File: src/rtl/fb_port_arbiter.sv
// fb_port_arbiter
// Shares a single-port framebuffer RAM between display refresh reads and
// drawing-engine writes. Display reads own the port whenever in_display=1.
// Writes are queued in a small FIFO and drained one per cycle during blanking.
// Sync and data-enable outputs are delayed one cycle to line up with the
// 1-cycle RAM read latency.
//
// Ports
//   clk, rst_n                 pixel clock, synchronous active-low reset
//   in_display, vreg           active-video flag and current line number
//   hs_in, vs_in               syncs from the timing generator (active low)
//   wr_valid/wr_ready          writer handshake (wr_ready = FIFO not full)
//   wr_addr, wr_data           write pixel address / value
//   mem_addr, mem_we           RAM address / write enable
//   mem_wdata, mem_rdata       RAM write data / read data (1-cycle latency)
//   pix_data, pix_de           pixel to the DAC and its data enable
//   hs_out, vs_out             syncs delayed by one cycle
//   wr_err                     sticky flag: an out-of-range write was dropped
module fb_port_arbiter #(
    parameter int H_DIM      = 800,
    parameter int V_DIM      = 600,
    parameter int ADDR_W     = 19,
    parameter int DATA_W     = 8,
    parameter int WBUF_DEPTH = 4
) (
    input  logic              clk,
    input  logic              rst_n,
    input  logic              in_display,
    input  logic [9:0]        vreg,
    input  logic              hs_in,
    input  logic              vs_in,
    input  logic              wr_valid,
    output logic              wr_ready,
    input  logic [ADDR_W-1:0] wr_addr,
    input  logic [DATA_W-1:0] wr_data,
    output logic [ADDR_W-1:0] mem_addr,
    output logic              mem_we,
    output logic [DATA_W-1:0] mem_wdata,
    input  logic [DATA_W-1:0] mem_rdata,
    output logic [DATA_W-1:0] pix_data,
    output logic              pix_de,
    output logic              hs_out,
    output logic              vs_out,
    output logic              wr_err
);

    localparam logic [ADDR_W-1:0] NPIX  = ADDR_W'(H_DIM * V_DIM);
    localparam int                PTR_W = $clog2(WBUF_DEPTH);
    localparam int                CNT_W = PTR_W + 1;

    typedef enum logic [1:0] {IDLE, READ, WRITE} state_e;

    state_e              state_q, state_d;
    logic [ADDR_W-1:0]   pix_cnt_q, pix_cnt_d;
    logic [ADDR_W-1:0]   mem_addr_q;
    logic                hs_q, vs_q, wr_err_q;

    logic [ADDR_W-1:0]   fa_q [WBUF_DEPTH];
    logic [DATA_W-1:0]   fd_q [WBUF_DEPTH];
    logic [PTR_W-1:0]    wptr_q, rptr_q;
    logic [CNT_W-1:0]    cnt_q, cnt_d;

    logic full, empty, accept, push, pop, in_range;

    assign full     = (cnt_q == CNT_W'(WBUF_DEPTH));
    assign empty    = (cnt_q == '0);
    assign wr_ready = !full;
    assign in_range = (wr_addr < NPIX);
    assign accept   = wr_valid && wr_ready;
    assign push     = accept && in_range;
    assign pop      = (state_d == WRITE);

    // Owner is decided from the current inputs, so the RAM address and write
    // enable are combinational; the RAM's own read register provides the one
    // cycle of latency that pix_de/hs_out/vs_out are aligned to.
    always_comb begin
        state_d   = IDLE;
        mem_addr  = mem_addr_q;
        mem_we    = 1'b0;
        mem_wdata = fd_q[rptr_q];
        pix_cnt_d = pix_cnt_q;
        if (in_display)  state_d = READ;
        else if (!empty) state_d = WRITE;
        case (state_d)
            READ: begin
                mem_addr  = pix_cnt_q;
                pix_cnt_d = (pix_cnt_q == NPIX - ADDR_W'(1)) ? '0 : pix_cnt_q + ADDR_W'(1);
            end
            WRITE: begin
                mem_addr = fa_q[rptr_q];
                // Gated by reset so a drain interrupted by reset issues no write.
                mem_we   = rst_n;
            end
            default: ;
        endcase
        // Line V_DIM is the first blanking line: resync the read pointer.
        if (vreg == 10'(V_DIM)) pix_cnt_d = '0;
    end

    always_comb begin
        cnt_d = cnt_q;
        case ({push, pop})
            2'b10:   cnt_d = cnt_q + CNT_W'(1);
            2'b01:   cnt_d = cnt_q - CNT_W'(1);
            default: ;
        endcase
    end

    always_ff @(posedge clk) begin
        if (!rst_n) begin
            state_q    <= IDLE;
            pix_cnt_q  <= '0;
            mem_addr_q <= '0;
            wptr_q     <= '0;
            rptr_q     <= '0;
            cnt_q      <= '0;
            hs_q       <= 1'b1;
            vs_q       <= 1'b1;
            wr_err_q   <= 1'b0;
        end else begin
            state_q    <= state_d;
            pix_cnt_q  <= pix_cnt_d;
            mem_addr_q <= mem_addr;
            cnt_q      <= cnt_d;
            hs_q       <= hs_in;
            vs_q       <= vs_in;
            if (push) wptr_q <= wptr_q + PTR_W'(1);
            if (pop)  rptr_q <= rptr_q + PTR_W'(1);
            if (accept && !in_range) wr_err_q <= 1'b1;
        end
    end

    // FIFO storage needs no reset: cnt_q alone decides what is valid.
    always_ff @(posedge clk) begin
        if (push) begin
            fa_q[wptr_q] <= wr_addr;
            fd_q[wptr_q] <= wr_data;
        end
    end

    assign pix_de   = (state_q == READ);
    assign pix_data = pix_de ? mem_rdata : '0;
    assign hs_out   = hs_q;
    assign vs_out   = vs_q;
    assign wr_err   = wr_err_q;

endmodule

File: config.mk
export PLATFORM = sky130hd
export DESIGN_NAME = fb_port_arbiter
export DESIGN_NICKNAME = d
export VERILOG_FILES = /design/src/rtl/fb_port_arbiter.sv
export SDC_FILE = /design/constraint.sdc
export NUM_CORES = 1
export LEC_CHECK = 0
export CORE_UTILIZATION = 30
export CTS_CLUSTER_DIAMETER = 200
export DETAILED_ROUTE_END_ITERATION = 16
export GPL_TIMING_DRIVEN = 1
export HOLD_SLACK_MARGIN = 0.02
export PLACE_DENSITY = 0.48
export SLEW_MARGIN = 20
export SYNTH_ARGS = -nofsm -noshare
export SYNTH_HDL_FRONTEND = slang
export SYNTH_SLANG_ARGS = --single-unit
export TNS_END_PERCENT = 1
File: constraint.sdc
create_clock -name clk -period 2.7 [get_ports clk]
set_clock_uncertainty 0.1 [all_clocks]
set_input_delay 0.54 -clock clk [delete_from_list [all_inputs] [get_ports clk]]
set_output_delay 0.54 -clock clk [all_outputs]
set_load 0.01 [all_outputs]
## After elaboration in Yosys (flattened, before gate mapping)

Memories as Yosys holds them, arrays and structs flattened. A register that Yosys moved wholly into a read port is not among the register bits.
Cells that the tools add are included.

- Flip-flop bits (word level): 50
- Bits in latches: 0
- Memory bits (writable): 108
- ROM bits: 0
- Bits of input ports: 51
- Output and inout port bits: 41
- Logic and storage cells: 47
- Memories: 2

Memory list:

| name | depth | width | read ports | clocked after memory_dff | write ports | line | RTL |
|---|---|---|---|---|---|---|---|
| fa_q | 4 | 19 | 1 | 1 | 1 | 58 | `logic [ADDR_W-1:0] fa_q [WBUF_DEPTH];` |
| fd_q | 4 | 8 | 1 | 1 | 1 | 59 | `logic [DATA_W-1:0] fd_q [WBUF_DEPTH];` |

- Add/subtract/negate cells: 5
- $mul: 0
- Divide/modulo/power cells: 0
- $lt $le $gt $ge: 1
- Eq/ne operators: 8
- Shifts and indexed selects: 0
- Multiplexer cells: 13
- Bitwise operators: 1
- Reductions and logical operators: 8

Operator list:

| operator | number |
|---|---|
| $pmux W19 S2 | 1 |
| $add A19 B1 Y19 const B | 1 |
| $eq A19 B19 Y1 const B | 1 |
| $lt A19 B19 Y1 const B | 1 |
| $mux W19 | 1 |
| $mux W2 | 6 |
| $eq A10 B10 Y1 const B | 1 |
| $mux W8 | 1 |
| $eq A2 B1 Y1 const B | 3 |
| $pmux W3 S2 | 1 |
| $add A2 B1 Y2 const B | 2 |
| $eq A2 B2 Y1 const B | 2 |
| $add A3 B1 Y3 const B | 1 |
| $eq A3 B3 Y1 const B | 1 |
| $logic_and A1 B1 Y1 | 3 |
| $logic_not A3 Y1 | 1 |
| $mux W1 | 3 |
| $sub A3 B1 Y3 const B | 1 |
| $logic_not A1 Y1 | 2 |
| $reduce_bool A2 Y1 | 1 |
| $reduce_or A2 Y1 | 1 |
| $not A1 Y1 | 1 |

## Depth between registers and ports, before layout

- Depth after elaboration: 6
- Gate-level depth with buffers: 10
- Mapped depth without buffers: 10

## Worst setup path after synthesis

Ideal clock, no wire load.

- Kind: input port to flip-flop
- Start: input port wr_addr[8]
- End: memory fa_q[0][0], enable pin
- Library setup time: 0.386 ns
- Data arrival time: 2.101 ns
- Required time: 2.214 ns
- Setup slack: 0.112 ns
- Cell stages on the path: 4
- Buffers on the path: 0
- Cell sequence: a211o_1 > a211o_1 > a31oi_1 > and2_1

- Cells in the longest elaborated chain, start to end: 4

RTL lines:

| item | line | RTL |
|---|---|---|
| start: declaration | 34 | `input logic [ADDR_W-1:0] wr_addr,` |
| $lt A19 B19 Y1 | 68 | `assign in_range = (wr_addr < NPIX);` |
| $logic_and A1 B1 Y1 | 70 | `assign push = accept && in_range;` |
| $mux W1 | 135 | `if (push) begin` |
| $mux W1 (implied by the code) | 136 | `fa_q[wptr_q] <= wr_addr;` |
| end: declaration | 58 |  |

Every way passes these cells.

==> flow_summary_export.csv <==
group,metric,value,unit
clock_tree,cts_buffer_depth,2,
place,dp_hpwl,9966,µm
power,p_switching,2.203,mW
clock_tree,ctsHoldBuffers,0,
cells_and_area,final_nets,645,
setup_path,endpoint_kind,"primary output",
place,place.gp.congestion,0.7957,
place,preCtsSetupSlack,-0.4026,ns
yosys,yosysTopAreaCell,"edfxtp_1",
detailed_routing,drcViolationCount,0,
setup_path,crit_arrival,1.98,ns
cells_and_area,final_common_cell,"edfxtp_1",
timing,whs,0.3874,ns
power,swShare,0.2786,
setup_path,start_kind,"flip-flop",
clock_tree,clock_latency,0.42,ns
setup_path,cp_max_fo,10,
yosys,synth_seq_area_share,0.6640,
yosys,synth_cell_types,50,
power,p_clk_frac,0.344,
yosys,syn_inst,446,
global_route,antenna_found_initial,0,
yosys,ys_ff_latch,160,
timing,worst_pin_slew,0.4135,ns
yosys,synth_edf_count,108,
flow_run,cap_violations,0,
die,die_w,148.7,µm
timing,worst_slew_margin_rel,0.7238,
die,dieArea,22100,µm²
clock_tree,cts_tree,"yes",
yosys,synth_top_area_frac,0.5026,
die,num_io_pins,92,
clock_tree,clkTransAtPathRegs,0.07,ns
timing,fin_crit_sh,0.9711,
power,power.density,906.6,nW/µm²
power,pwr-share-seq,0.392,
die,num_rows,53,
global_route,overflow,0,
clock_tree,cts_sinks,160,
cells_and_area,drive_above_1_share,0.2483,
timing,setup-tns-final,0,ns
setup_path,cp.required,2.06,ns
power,leakage,3.104,nW
timing,clock.fmax,381.4,MHz
hold_path,hold_class,"reg -> reg",
timing,finalCriticalPeriod,2.622,ns
die,core,21020,µm²
timing,worst_slack,0.07803,ns
clock_tree,cts_made_buffers,17,
yosys,synthesis.nets,504,
detailed_routing,dr.pass1.iters,4,
power,pwr-share-comb,0.265,
yosys,syn_area_per_cell,14.47,µm²
setup_path,criticalPathCategory,"reg -> out",
cells_and_area,area_growth,35.21,%
global_route,grt_pass1_vias,4339,
detailed_routing,drtAntennaViolNets,0,
outcome,status,"completed",
power,p_int,5.706,mW
yosys,synthFlopType,"edfxtp_1",
cells_and_area,nFillCells,1948,
timing,hold_violations,0,
detailed_routing,routedWlPerCell,17.07,µm
detailed_routing,drt_iter0_drc,217,
detailed_routing,wirelength,14940,µm
yosys,netlist_area,6452,µm²
clock_tree,h-tree-depth,4,
global_route,grt_max_degree,29,
cells_and_area,final_core_util,0.4150,
place,port_buffers,91,
power,ir_drop,0.4582,mV
yosys,ys_top_cells_by_area,"edfxtp_1 50%, dfxtp_1 16%, mux4_2 9.4%, and2_1 3.1%, a22oi_1 2.1%",
detailed_routing,vias,4137,
die,dieHeight,148.7,µm
die,start_util,0.3069,
detailed_routing,avgViaCountPerCell,4.728,
yosys,async_flop_share,0,
yosys,yosys_warnings,0,
cells_and_area,final_cell_mix,"108 x edfxtp_1, 62 x clkdlybuf4s50_1, 48 x dfxtp_1",
clock_tree,cts_root_buf,"clkbuf_16",
timing,rsz0062_at_grt,"yes",
timing,setup_viol,0,
cells_and_area,num_antenna_cells,0,
global_route,grt_pass1_wl,23740,µm
global_route,track_usage,0.1453,
timing,drv_slew,0,
registers in the layout (all words and copies together) (netlist names), named ones only:
signal / cells
cnt_q: 3
fa_q: 76
fd_q: 32
hs_out: 1
mem_addr_q: 19
pix_cnt_q: 19
rptr_q: 2
state_q: 2
vs_out: 1
wptr_q: 2
wr_err: 1
layout make-up:
| cell class | instances | area, µm² | area share |
|---|---|---|---|
| clock inverter | 15 | 245.2 | 0.02811 |
| tap | 275 | 344.1 | 0.03944 |
| sequential | 160 | 4292 | 0.4919 |
| multi-input combinational | 232 | 1974 | 0.2263 |
| inverter | 35 | 131.4 | 0.01506 |
| timing repair buffer | 141 | 1313 | 0.1504 |
| clock buffer | 17 | 425.4 | 0.04876 |
per-layer routing:
layer  wire, µm  GRT usage  vias to the layer above
li1           -          -                     1957
met1       6793     0.1833                     2059
met2       7283     0.2395                      106
met3        671    0.04294                       15
met4        189    0.04433                        0
met5          0          0                        -
critical path, cell delays in order (launching register included):
cell,delay (ns)
dfxtp_4,0.40
buf_12,0.17
buf_12,0.15
mux4_2,0.52
dlygate4sd2_1,0.30
repair_timing:
| item | 4_1_cts | 5_1_grt |
|---|---|---|
| endpoints found under the setup margin | 28 | 23 |
| pin swaps | 1 | 0 |
| buffers inserted | 3 | 0 |
| gates cloned | 2 | 0 |
| resized for setup | 59 | 38 |
kinds of logic after synthesis:
logic type / share of synthesized area
AO/OA/AOI/OAI: 0.07156
XOR/XNOR: 0.01629
adder cells (fa/ha/maj): 0.01474
buffers and inverters: 0.03238
flip-flops: 0.6640
multiplexers: 0.09928
AND/OR/NAND/NOR: 0.1018
worst paths after layout:
kind,start,end,slack (ns),cells after the start
hold / removal,wr_err,wr_err,0.39,2
setup / recovery,flip-flop,mem_wdata[4],0.08,4
hold reg to reg,wr_err,wr_err,0.39,2
setup reg to reg,cnt_q[2],cnt_q[2],0.16,10
synth_stat cells (all sizes together) (2+ instances only):
library cell	number
xnor2	6
nor2b	2
or4	3
or2	3
o311ai	3
nor4bb	3
a22oi	18
mux2	2
xor2	6
mux4	27
nand2	16
o21ai	22
and2	32
ha	6
buf	6
and3	2
inv	35
or3	5
clkbuf	13
nand2b	3
o31ai	2
edfxtp	108
nor4	5
nand4	7
nand3	7
dfxtp	52
a211o	3
a21oi	14
nor2	18
metrics by stage:
step                      instance area (µm²)  std cells  power [mW]
after global routing                     8725        875       8.311
after global placement                   8056        838       5.262
after floorplan                          6452        446       4.192
after CTS                                8781        875       8.049
after detailed placement                 8056        838       5.271
final                                    8725        875       7.910
power groups by stage:
stage	combinational (mW)	clock (mW)	sequential, mW
finish	2.09	2.72	3.10
global route	2.30	2.89	3.13
CTS	2.17	2.78	3.10
detailed placement	2.15	0	3.13
global placement	2.15	0	3.11
floorplan	1.11	0	3.08
Power figures use the tool's default switching activity.
